`config.mk`:
```
export PLATFORM = sky130hd
export DESIGN_NAME = serial_adder_flat
export DESIGN_NICKNAME = d
export VERILOG_FILES = /design/src/rtl/serial_adder_pkg.sv /design/src/rtl/serial_adder_if.sv /design/src/rtl/serial_adder_full_add_cell.sv /design/src/rtl/serial_adder.sv /design/src/flat_wrapper.sv
export SDC_FILE = /design/constraint.sdc
export NUM_CORES = 1
export LEC_CHECK = 0
export CAP_MARGIN = 20
export CORE_UTILIZATION = 50
export CTS_BUF_LIST = sky130_fd_sc_hd__clkbuf_16
export DETAILED_ROUTE_END_ITERATION = 8
export PLACE_DENSITY = 0.76
export SYNTH_ARGS = -nofsm -noshare
export SYNTH_HDL_FRONTEND = slang
export SYNTH_HIERARCHICAL = 1
export SYNTH_SLANG_ARGS = --single-unit
```
`constraint.sdc`:
```
create_clock -name clk -period 4.1 [get_ports clk]
set_input_delay 0.41 -clock clk [delete_from_list [all_inputs] [get_ports clk]]
set_output_delay 0.41 -clock clk [all_outputs]
set_load 0.1 [all_outputs]
```
`src/rtl/serial_adder_pkg.sv`:
```
// serial_adder_pkg: shared state encoding and default width for serial_adder.
// Optional subtract mode is enabled with SERIAL_ADDER_SUB_EN.
package serial_adder_pkg;

   localparam int WIDTH_DEF = 8;

   typedef enum logic [1:0] {
      ST_IDLE = 2'd0,
      ST_RUN  = 2'd1,
      ST_DONE = 2'd2
   } state_e;

endpackage

```
`src/rtl/serial_adder_if.sv`:
```
// serial_adder_if: start/operand request and busy/done/result response.
// The sub signal exists only when SERIAL_ADDER_SUB_EN is defined.
interface serial_adder_if
   import serial_adder_pkg::*;
#(
   parameter int WIDTH = WIDTH_DEF
);

   logic             start;
   logic [WIDTH-1:0] a;
   logic [WIDTH-1:0] b;
`ifdef SERIAL_ADDER_SUB_EN
   logic             sub;
`endif
   logic             busy;
   logic             done;
   logic [WIDTH-1:0] sum;
   logic             cout;

`ifdef SERIAL_ADDER_SUB_EN
   modport master (
      output start, a, b, sub,
      input  busy, done, sum, cout
   );
   modport slave (
      input  start, a, b, sub,
      output busy, done, sum, cout
   );
`else
   modport master (
      output start, a, b,
      input  busy, done, sum, cout
   );
   modport slave (
      input  start, a, b,
      output busy, done, sum, cout
   );
`endif

endinterface

```
`src/rtl/serial_adder_full_add_cell.sv`:
```
// full_add_cell: combinational 1-bit full adder.
// Shared by add and (SERIAL_ADDER_SUB_EN) subtract modes.
module full_add_cell (
   input  logic x_i,
   input  logic y_i,
   input  logic z_i,
   output logic s_o,
   output logic c_o
);

   assign s_o = x_i ^ y_i ^ z_i;
   assign c_o = (x_i & y_i) | (z_i & (x_i ^ y_i));

endmodule

```
`src/rtl/serial_adder.sv`:
```
// serial_adder: bit-serial adder, one bit per clock, LSB first.
// Define SERIAL_ADDER_SUB_EN to add a sub port selecting a - b.
module serial_adder
   import serial_adder_pkg::*;
#(
   parameter int WIDTH = WIDTH_DEF
) (
   input  logic          clk,
   input  logic          rst,
   serial_adder_if.slave bus_io
);

   localparam int CW = $clog2(WIDTH);

   state_e           state_q, state_d;
   logic [WIDTH-1:0] a_q, a_d;
   logic [WIDTH-1:0] b_q, b_d;
   logic [WIDTH-1:0] res_q, res_d;
   logic [WIDTH-1:0] sum_q, sum_d;
   logic [CW-1:0]    cnt_q, cnt_d;
   logic             carry_q, carry_d;
   logic             cout_q, cout_d;
   logic             s_w, c_w;
   logic             sub_w;

`ifdef SERIAL_ADDER_SUB_EN
   assign sub_w = bus_io.sub;
`else
   assign sub_w = 1'b0;
`endif

   full_add_cell u_fa (
      .x_i (a_q[0]),
      .y_i (b_q[0]),
      .z_i (carry_q),
      .s_o (s_w),
      .c_o (c_w)
   );

   always_ff @(posedge clk or posedge rst) begin
      if (rst) begin
         state_q <= ST_IDLE;
         a_q     <= '0;
         b_q     <= '0;
         res_q   <= '0;
         sum_q   <= '0;
         cnt_q   <= '0;
         carry_q <= 1'b0;
         cout_q  <= 1'b0;
      end else begin
         state_q <= state_d;
         a_q     <= a_d;
         b_q     <= b_d;
         res_q   <= res_d;
         sum_q   <= sum_d;
         cnt_q   <= cnt_d;
         carry_q <= carry_d;
         cout_q  <= cout_d;
      end
   end

   always_comb begin
      state_d = state_q;
      a_d     = a_q;
      b_d     = b_q;
      res_d   = res_q;
      sum_d   = sum_q;
      cnt_d   = cnt_q;
      carry_d = carry_q;
      cout_d  = cout_q;
      unique case (state_q)
         ST_IDLE: begin
            if (bus_io.start) begin
               // subtract = a + ~b + 1, carry-in supplies the +1
               a_d     = bus_io.a;
               b_d     = sub_w ? ~bus_io.b : bus_io.b;
               carry_d = sub_w;
               cnt_d   = '0;
               state_d = ST_RUN;
            end
         end
         ST_RUN: begin
            res_d   = {s_w, res_q[WIDTH-1:1]};
            carry_d = c_w;
            a_d     = a_q >> 1;
            b_d     = b_q >> 1;
            cnt_d   = cnt_q + CW'(1);
            if (cnt_q == CW'(WIDTH - 1)) begin
               sum_d   = {s_w, res_q[WIDTH-1:1]};
               cout_d  = c_w;
               state_d = ST_DONE;
            end
         end
         ST_DONE: state_d = ST_IDLE;
         default: state_d = ST_IDLE;
      endcase
   end

   assign bus_io.busy = (state_q == ST_RUN);
   assign bus_io.done = (state_q == ST_DONE);
   assign bus_io.sum  = sum_q;
   assign bus_io.cout = cout_q;

endmodule
```
`src/flat_wrapper.sv`:
```
// flat-port wrapper written by rule: the top's interface ports become plain ports
module serial_adder_flat import serial_adder_pkg::*;
#(
   parameter int WIDTH = WIDTH_DEF
)
  (clk, rst, bus_io_start, bus_io_a, bus_io_b, bus_io_busy, bus_io_done, bus_io_sum, bus_io_cout);
  serial_adder_if #(.WIDTH(WIDTH)) bus_io_i ();
  input  logic clk;
  input  logic rst;
  input wire logic [$bits(bus_io_i.start)-1:0] bus_io_start;
  input wire logic [$bits(bus_io_i.a)-1:0] bus_io_a;
  input wire logic [$bits(bus_io_i.b)-1:0] bus_io_b;
  output wire logic [$bits(bus_io_i.busy)-1:0] bus_io_busy;
  output wire logic [$bits(bus_io_i.done)-1:0] bus_io_done;
  output wire logic [$bits(bus_io_i.sum)-1:0] bus_io_sum;
  output wire logic [$bits(bus_io_i.cout)-1:0] bus_io_cout;
  assign bus_io_i.start = bus_io_start;
  assign bus_io_i.a = bus_io_a;
  assign bus_io_i.b = bus_io_b;
  assign bus_io_busy = bus_io_i.busy;
  assign bus_io_done = bus_io_i.done;
  assign bus_io_sum = bus_io_i.sum;
  assign bus_io_cout = bus_io_i.cout;
  serial_adder #(.WIDTH(WIDTH)) u_core (.clk(clk), .rst(rst), .bus_io(bus_io_i));
endmodule
```
==> results of run 1 <==
==> cells in the final DEF, fill, tap and decap left out, types with 2 or more instances in the layout <==
cell / count
a2bb2oi_1: 2
inv_1: 5
a21oi_1: 2
mux2_4: 9
nand2_1: 24
clkbuf_16: 5
ha_1: 2
nand2b_1: 4
a22o_1: 3
o21ai_0: 5
o22a_1: 20
clkdlybuf4s50_1: 29
dfrtp_1: 38
nor2_1: 2
==> worst max-delay path: stages (launching register included) <==
cell	delay [ns]
dfrtp_1	0.63
nand2b_1	0.46
inv_6	0.23
clkdlybuf4s50_1	1.16
==> cells in the mapped netlist <==
library cell | instances | area (µm²)
inv_1 | 4 | 15.0
dfrtp_1 | 38 | 951
and2b_1 | 1 | 7.51
o21ai_0 | 5 | 25.0
nor3_1 | 1 | 5.00
nor2_1 | 2 | 7.51
mux2_4 | 9 | 135
o21bai_1 | 1 | 7.51
buf_1 | 1 | 3.75
a22o_1 | 3 | 26.3
nand2_8 | 1 | 20.0
or4b_1 | 1 | 10.0
a211oi_1 | 1 | 7.51
nand2b_1 | 4 | 25.0
nor4b_1 | 1 | 8.76
a21oi_1 | 2 | 10.0
inv_6 | 1 | 8.76
inv_2 | 1 | 3.75
o22a_1 | 20 | 175
buf_4 | 1 | 7.51
buf_2 | 4 | 20.0
fa_1 | 1 | 20.0
a2bb2oi_1 | 2 | 17.5
ha_1 | 2 | 25.0
nand2_1 | 24 | 90.1
buf_6 | 2 | 22.5
a221o_1 | 1 | 10.0
a32o_1 | 1 | 10.0
nor2b_1 | 1 | 6.26
==> state kept, by name, indices dropped and copies added (netlist names) <==
name and count:
u_core/a_q 8, u_core/b_q 8, u_core/bus_io.cout 1, u_core/bus_io.sum 8, u_core/carry_q 1, u_core/cnt_q 3, u_core/res_q 7, u_core/state_q 2
==> cell type report <==
| type | count | area [µm²] |
|---|---|---|
| Clock buffer | 5 | 125 |
| Clock inverter | 3 | 12.5 |
| Fill cell | 232 | 982 |
| Inverter | 6 | 27.5 |
| Multi-Input combinational cell | 84 | 649 |
| Sequential cell | 38 | 951 |
| Tap cell | 44 | 55.1 |
| Timing Repair Buffer | 31 | 325 |
==> stage by stage <==
step	instances	util, %	setup slack, ns
6_report	211	68.6	0.934
5_1_grt	211	68.6	0.830
4_1_cts	210	67.7	0.941
3_5_place_dp	202	63.3	1.24
3_3_place_gp	202	63.3	1.28
2_1_floorplan	136	-	2.41
==> kinds of logic (layout without fill, tap and decap cells) <==
family / count (synthesis) / count (layout)
muxes: 9 / 9
adders and majority gates: 3 / 3
buffers and inverters: 14 / 45
DFF: 38 / 38
AOI/OAI and AO/OA: 36 / 36
and+or+nand+nor: 36 / 36
==> routing by layer <==
metal  global-route usage, %  vias to the layer above
li1                        -                      547
met1                    25.5                      549
met2                    33.8                       33
met3                    7.14                        6
met4                    7.97                        0
met5                       0                        -
==> where the power goes <==
group / switching (mW) / total (mW) / internal, mW
Sequential: 0.123 / 0.674 / 0.550
Clock: 0.133 / 0.353 / 0.219
Combinational: 0.600 / 0.955 / 0.355
Total: 0.857 / 1.98 / 1.12
==> final timing paths <==
check                      slack (ns)  cells after the start                          endpoint
setup / recovery                 0.93                      3                       bus_io_busy
hold / removal                   0.47                      2  u_core/bus_io.sum[7]$_DFFE_PP0P_
setup reg to reg                 2.13                      4  u_core/bus_io.sum[0]$_DFFE_PP0P_
hold reg to reg                  0.50                      2       u_core/res_q[4]$_DFFE_PP0P_
max in group asynchronous        3.09                      3  u_core/bus_io.sum[0]$_DFFE_PP0P_
min in group clk                 0.50                      2       u_core/res_q[4]$_DFFE_PP0P_
==> summary.txt, run 1 <==
STA
  • Worst clock skew: 0.00303 ns
  • Slew margin rel.: between 30% and 40%
  • WHS: between 0.4 and 0.5 ns
  • Max Freq: about 0.32 GHz
  • Least-Margin Pin Slew: a little under 1 ns
  • Pins over their slew limit: 0
  • Final critical-path share of the clock period: 77.2%
  • Endpoints failing setup: 0
  • RSZ-0062 raised after global routing: false
  • Final hold vios: 0
  • Setup_tns: 0 ns
  • Final min period: between 3 and 4 ns

Route
  • DRT iter0 DRCs: 35
  • DRC viols: 0
  • Routed wl met2: ~1500 µm
  • Via count: between 1000 and 1500
  • DR top layer: met4
  • DR WL/cell: 14.8 µm
  • Antenna Nets Post-Route: 0
  • Drt pass-1 iters: 4
  • Final WL: between 3000 and 4000 µm
  • Vias per cell: 5.38
  • Wire length on met1: between 1000 and 1500 µm
  • Routed length on met3: 171 µm

Setup path
  • Worst-path maximum fanout: 23
  • Worst Setup Path Type: flip-flop to output port
  • Worst Setup SP: u_core/state_q[1]$_DFFE_PP0P_
  • Crit start category: flip-flop
  • CP required: about 3.7 ns
  • Arr. time, crit path: 2.76 ns
  • R2R Path Start: u_core/state_q[1]$_DFFE_PP0P_
  • Worst setup EP type: output port

Yosys
  • Synth unique cells: 29
  • XOR/XNOR Fraction of Synth Area: 0%
  • Post-synthesis mux area share: 8.04%
  • Post-Syn Instances: approximately 140
  • Syn Nets: between 150 and 200
  • Post-synthesis adder-cell area fraction: under 10%
  • Yosys Warn Count: 6
  • Area of the mapped netlist: ~1700 µm²
  • Largest family of logic cells by synthesized area: compound AO/OA/AOI/OAI gates
  • Synth Register Bits: 38
  • Synth Area in Compound Gates: approximately 17%
  • Simple-gate portion of the synthesized area: a little over a tenth
  • Sequential area share after synthesis: a little under three fifths
  • Synth Area per Inst: roughly 12 µm²

Layout
  • Final design instance area without fill: 2150 µm²
  • Ant diodes: 0
  • Final #Nets: roughly 190
  • Layout area overhead: 27.6%
  • Layout cells sized above 1: between 10% and 20%

Clock network
  • Clock Path Buffers: 2
  • Worst skew pair latency: 0.28 ns
  • Post-CTS setup buffer count: 0
  • H-tree Lvls: 2
  • Post-CTS Hold Buffers: 0
  • CTS Buf Count: 5
  • Resized Gates After CTS: 0
  • Root buffer cell: clkbuf_16
  • CTS tree: built
  • Clock slew seen by the registers of the worst setup and hold paths: ~0.050 ns
  • Clk sinks: 38

Floorplan
  • Die Ht: 60.0 µm
  • Die X: roughly 60 µm
  • Core area: 3130 µm²
  • Die area: approximately 3600 µm²
  • I/O pin count: 30
  • Row Count: 20
  • Initial core utilization: 53.8%

Place
  • Post-DP Area: 1980 µm²
  • Input/output buffers: 29
  • DP HPWL: ~2200 µm
  • Placer's final routability congestion estimate: 0.765

Run status
  • Status: complete, no violations

GRT
  • Initial antenna violation count: 0
  • Vias in the first global route: around 1100
  • Total track usage: roughly a fifth
  • Largest net degree at the start of global routing: 29
  • First-pass GRT wire length: between 5000 and 6000 µm
  • GR Overflow Total: 0

Power and ir drop
  • Total power density per cell area: approximately 920 nW/µm²
  • Total power: about 2.0 mW
  • Max IR drop VDD: around 0.00035 V
  • Static Leak: just under 1 nW

Worst hold path
  • Worst hold path type: input port to async pin

Run
  • Max Cap Viol: 0
(Power assumes the default switching activity.)
==> inputs of run 2 (changes only) <==
- clock period: 4.1 -> 3.2 ns (I/O delays scaled with it)
==> run 2 against run 1 <==
  * Register-to-register slack worse by 0.86 ns
  * Cell count is 0.47% lower
  * Sequential share of layout area is 0.68 points higher
  * Sequential power is 29% higher
  * Via count is 0.97% lower
  * Power is 28% higher
  * Critical path type unchanged
  * Largest power group unchanged
  * Highest routed layer unchanged
==> summary.txt, run 2 (synthesis gave the netlist of run 1 again) <==
Clock network
  • Root buffer cell: clkbuf_16
  • Clk sinks: 38
  • Worst skew pair latency: around 0.27 ns
  • Post-CTS setup buffer count: 0
  • Clock Path Buffers: 2
  • CTS tree: built
  • Post-CTS Hold Buffers: 0
  • CTS Buf Count: 5
  • Clock slew seen by the registers of the worst setup and hold paths: approximately 0.050 ns
  • Resized Gates After CTS: 0
  • H-tree Lvls: 2

Power and ir drop
  • Static Leak: ~0.98 nW
  • Max IR drop VDD: approximately 0.00043 V
  • Total power density per cell area: 1200 nW/µm²

Route
  • Vias per cell: ~5.4
  • Final WL: about 3100 µm
  • DRC viols: 0
  • Drt pass-1 iters: 4
  • DRT iter0 DRCs: 28
  • Antenna Nets Post-Route: 0
  • DR WL/cell: between 10 and 15 µm
  • Via count: 1124

STA
  • Final hold vios: 0
  • Setup_tns: 0 ns
  • Slew margin rel.: 35.0%
  • Pins over their slew limit: 0
  • Max Freq: between 0.4 and 0.5 GHz
  • Endpoints failing setup: 0
  • Least-Margin Pin Slew: between 0.9 and 1 ns
  • RSZ-0062 raised after global routing: false
  • Final min period: between 2 and 2.5 ns
  • Final critical-path share of the clock period: between 60 and 70%
  • Worst clock skew: about 0.0011 ns

Setup path
  • Worst setup EP type: output port
  • Worst-path maximum fanout: 23
  • Worst Setup Path Type: flip-flop to output port
  • Arr. time, crit path: around 1.9 ns
  • CP Depth: 3
  • CP top delay family: flip-flops
  • Worst path buffer plus inverter count: 2
  • Slowest stage delay, CP: just over 0.6 ns
  • Register-to-Register Path Depth: 4
  • CP max-delay cell: dfrtp_1
  • Crit start category: flip-flop
  • Critical Path, Cell by Cell: nand2b_1 > inv_6 > buf_4
  • CP required: 2.88 ns

Run status
  • Status: complete, no violations

Layout
  • Ant diodes: 0
  • Most common cell after layout, fill and taps aside: dfrtp_1
  • Fillers: approximately 240
  • Most frequent cells in the layout: dfrtp_1 (38), clkdlybuf4s50_1 (27), nand2_1 (24)
  • Final #Nets: 187
  • Final core utilization: between 60% and 70%
  • Layout cells sized above 1: approximately an eighth
  • Layout area overhead: 25.7%

GRT
  • First-pass GRT wire length: 5230 µm
  • GR Overflow Total: 0
  • Initial antenna violation count: 0
  • Total track usage: about a fifth
  • Largest net degree at the start of global routing: 39
  • Vias in the first global route: between 1000 and 1500

Floorplan
  • Core area: 3130 µm²
  • I/O pin count: 30
  • Die Ht: around 60 µm
  • Die X: about 60 µm
  • Row Count: 20
  • Initial core utilization: between 50% and 60%
  • Die area: roughly 3600 µm²

Place
  • DP HPWL: around 2200 µm
  • Input/output buffers: 29
  • Placer's final routability congestion estimate: about 0.74

Worst hold path
  • Worst hold path type: input port to async pin

Run
  • Max Cap Viol: 0
==> run 2: layer usage <==
layer  global-route usage [%]  vias up  part of all wire (%)
met4                     6.98        0                  0.61
met5                        0        -                     0
met3                     5.19        2                   4.1
met2                     31.1       29                    48
li1                         -      538                     -
met1                     27.4      555                    47
==> run 2: path summary, 6_finish.rpt <==
| kind | start | endpoint | slack [ns] |
|---|---|---|---|
| setup / recovery | u_core/state_q[1]$_DFFE_PP0P_ | bus_io_busy | 1.0 |
| setup reg to reg | u_core/state_q[1]$_DFFE_PP0P_ | u_core/bus_io.sum[5]$_DFFE_PP0P_ | 1.27 |
| max in group asynchronous | rst | u_core/state_q[0]$_DFFE_PP0P_ | 2.42 |
| hold reg to reg | u_core/res_q[3]$_DFFE_PP0P_ | u_core/res_q[2]$_DFFE_PP0P_ | 0.50 |
| hold / removal | rst | u_core/a_q[1]$_DFFE_PP0P_ | 0.46 |
| min in group clk | u_core/res_q[3]$_DFFE_PP0P_ | u_core/res_q[2]$_DFFE_PP0P_ | 0.50 |
==> run 2: stage by stage <==
step                      cell area, µm²  hold slack [ns]  worst slack [ns]  power (mW)  instances
after floorplan                     1680            0.446              1.60        1.84        136
after global placement              1980            0.476              1.32        2.03        202
after detailed placement            1980            0.492              1.29        2.09        202
after CTS                           2110            0.485             0.990        2.54        210
after global routing                2110            0.522             0.866        2.67        210
final                               2110            0.462             0.997        2.53        210
==> run 2: area by class of cell <==
type / count / area [µm²] / share of cell area, %
Inverter: 6 / 27.5 / 1.30
Timing Repair Buffer: 30 / 293 / 13.9
Clock inverter: 3 / 12.5 / 0.592
Tap cell: 44 / 55.1 / 2.61
Clock buffer: 5 / 125 / 5.92
Sequential cell: 38 / 951 / 45.0
Multi-Input combinational cell: 84 / 649 / 30.7
==> run 2: worst register-to-register path, delay by kind of cell (launching register included) <==
kind / cells / cell delay [ns]
buffers and inverters: 1 / 0.12
flip-flops: 1 / 0.76
multiplexers: 1 / 0.31
AND/OR/NAND/NOR: 2 / 0.61
==> run 2: power breakdown <==
| part | internal, mW | total [mW] | switching [mW] | leakage, nW |
|---|---|---|---|---|
| Sequential | 0.705 | 0.868 | 0.163 | 0.461 |
| Combinational | 0.446 | 1.21 | 0.761 | 0.443 |
| Clock | 0.281 | 0.452 | 0.171 | 0.0724 |
| Total | 1.43 | 2.53 | 1.09 | 0.976 |
==> inputs of run 3 (changes only) <==
- CORE_UTILIZATION: 50 -> 46
- PLACE_DENSITY: 0.76 -> 0.74
- clock period: 3.2 -> 1.9 ns (I/O delays scaled with it)
==> run 3 against run 2 <==
  * Non-clock buffer count rose by 3
  * Clock skew is 0.0040 ns higher
  * Global-route usage fell by 1.1 points
  * First-iteration DRC count grew 110%
  * Clock power is 75% higher
  * Register-to-register slack got worse by 0.97 ns
  * Utilization fell by 4.8 points
  * Largest cell class unchanged
==> summary.txt, run 3 (synthesis gave the netlist of run 1 again) <==
Run status
  • Status: complete, no violations

Place
  • Placer's final routability congestion estimate: roughly 0.8
  • Input/output buffers: 29
  • DP HPWL: 2170 µm
  • Post-DP Area: about 2000 µm²

STA
  • Worst clock skew: between 0.005 and 0.006 ns
  • Max Freq: around 0.6 GHz
  • Final hold vios: 0
  • Endpoints failing setup: 0
  • Slew margin rel.: between 40% and 50%
  • RSZ-0062 raised after global routing: false
  • Pins over their slew limit: 0
  • Final critical-path share of the clock period: a little under nine tenths
  • WHS: about 0.32 ns
  • Final min period: 1.64 ns
  • Setup_tns: 0 ns
  • Least-Margin Pin Slew: around 0.75 ns

Floorplan
  • Row Count: 21
  • Core area: approximately 3400 µm²
  • Die area: 3900 µm²
  • Die Ht: roughly 62 µm
  • I/O pin count: 30
  • Initial core utilization: 49.2%
  • Die X: 62.5 µm

GRT
  • Initial antenna violation count: 0
  • Vias in the first global route: approximately 1200
  • Largest net degree at the start of global routing: 39
  • GR Overflow Total: 0
  • First-pass GRT wire length: 5520 µm
  • Total track usage: between 10% and 20%

Worst hold path
  • Worst hold path type: input port to async pin

Setup path
  • Arr. time, crit path: about 1.5 ns
  • RR Endpoint: u_core/b_q[0]$_DFFE_PP0P_
  • Register-to-Register Path Depth: 3
  • Worst setup EP type: output port
  • Flop2flop setup slack: 0.30 ns
  • CP required: ~1.7 ns
  • Crit start category: flip-flop
  • Worst Setup Path Type: flip-flop to output port
  • R2R Path Start: u_core/state_q[0]$_DFFE_PP0P_
  • Worst-path maximum fanout: 13

Clock network
  • Post-CTS setup buffer count: 0
  • Clock Path Buffers: 2
  • Post-CTS Hold Buffers: 0
  • H-tree Lvls: 2
  • CTS Buf Count: 5
  • Clock slew seen by the registers of the worst setup and hold paths: approximately 0.060 ns
  • Root buffer cell: clkbuf_16
  • Resized Gates After CTS: 0
  • CTS tree: built
  • Clk sinks: 38
  • Worst skew pair latency: about 0.28 ns

Layout
  • Layout area overhead: 27.5%
  • Final #Nets: 190
  • Ant diodes: 0
  • Most frequent cells in the layout: dfrtp_1 (38), nand2_1 (24), o22a_1 (20)
  • Most common cell after layout, fill and taps aside: dfrtp_1
  • Fillers: between 200 and 300
  • Final design instance area without fill: 2140 µm²
  • Layout cells sized above 1: about 20%

Route
  • Final WL: ~3100 µm
  • Drt pass-1 iters: 4
  • DRC viols: 0
  • Antenna Nets Post-Route: 0
  • DR WL/cell: 14.6 µm
  • Vias per cell: 5.43
  • Via count: between 1000 and 1500
  • DRT iter0 DRCs: 58

Power and ir drop
  • Total power density per cell area: ~2000 nW/µm²
  • Max IR drop VDD: approximately 0.0007 V
  • Static Leak: 1.01 nW

Run
  • Max Cap Viol: 0
==> run 3: cell count changes in the layout (fill, tap and decap cells not counted) <==
cell,before,now
buf_4,3,13
buf_12,0,2
inv_1,5,4
clkdlybuf4s50_1,27,18
clkinvlp_4,0,1
==> run 3: final cells by class <==
cell class / instances / area (µm²) / area share (%)
Multi-Input combinational cell: 84 / 649 / 30.3
Inverter: 6 / 27.5 / 1.28
Tap cell: 46 / 57.6 / 2.68
Timing Repair Buffer: 33 / 318 / 14.8
Sequential cell: 38 / 951 / 44.3
Clock inverter: 3 / 16.3 / 0.758
Clock buffer: 5 / 125 / 5.83
==> run 3: worst max path at each step <==
stage	from	cells after the start	endpoint	slack (ns)
after floorplan	u_core/state_q[1]$_DFFE_PP0P_	5	u_core/carry_q$_DFFE_PP0P_	0.39
after global placement	bus_io_start	4	u_core/b_q[6]$_DFFE_PP0P_	0.24
after detailed placement	bus_io_start	4	u_core/a_q[5]$_DFFE_PP0P_	0.20
after CTS	u_core/state_q[1]$_DFFE_PP0P_	3	bus_io_busy	0.26
after global routing	u_core/state_q[0]$_DFFE_PP0P_	3	u_core/b_q[1]$_DFFE_PP0P_	0.19
final	u_core/state_q[1]$_DFFE_PP0P_	3	bus_io_busy	0.26
==> run 3: routing by layer <==
layer | track usage (%) | up-vias | wire [µm]
met5 | 0 | - | 0
met4 | 8.72 | 0 | 62
met3 | 7.12 | 5 | 152
met2 | 29.9 | 30 | 1580
met1 | 23.2 | 584 | 1350
li1 | - | 548 | -
==> run 3: worst max-delay path: stages, from the launching register on <==
cell and delay (ns):
dfrtp_1 0.51, nand2b_1 0.28, inv_6 0.18, buf_12 0.19
==> run 3: report_power, final <==
part | total, mW | switching [mW] | internal [mW] | leakage [nW]
combinational | 2.07 | 1.30 | 0.775 | 0.478
sequential | 1.45 | 0.258 | 1.19 | 0.461
clock | 0.793 | 0.315 | 0.478 | 0.0672
total | 4.31 | 1.87 | 2.44 | 1.01
==> run 3: per-stage QoR <==
step	power (mW)	cells	worst slack [ns]	utilization, %
2_1_floorplan	3.10	136	0.386	-
3_3_place_gp	3.47	207	0.236	58.6
3_5_place_dp	3.55	207	0.199	58.6
4_1_cts	4.36	215	0.264	62.8
5_1_grt	4.57	215	0.191	62.8
6_report	4.31	215	0.262	62.8
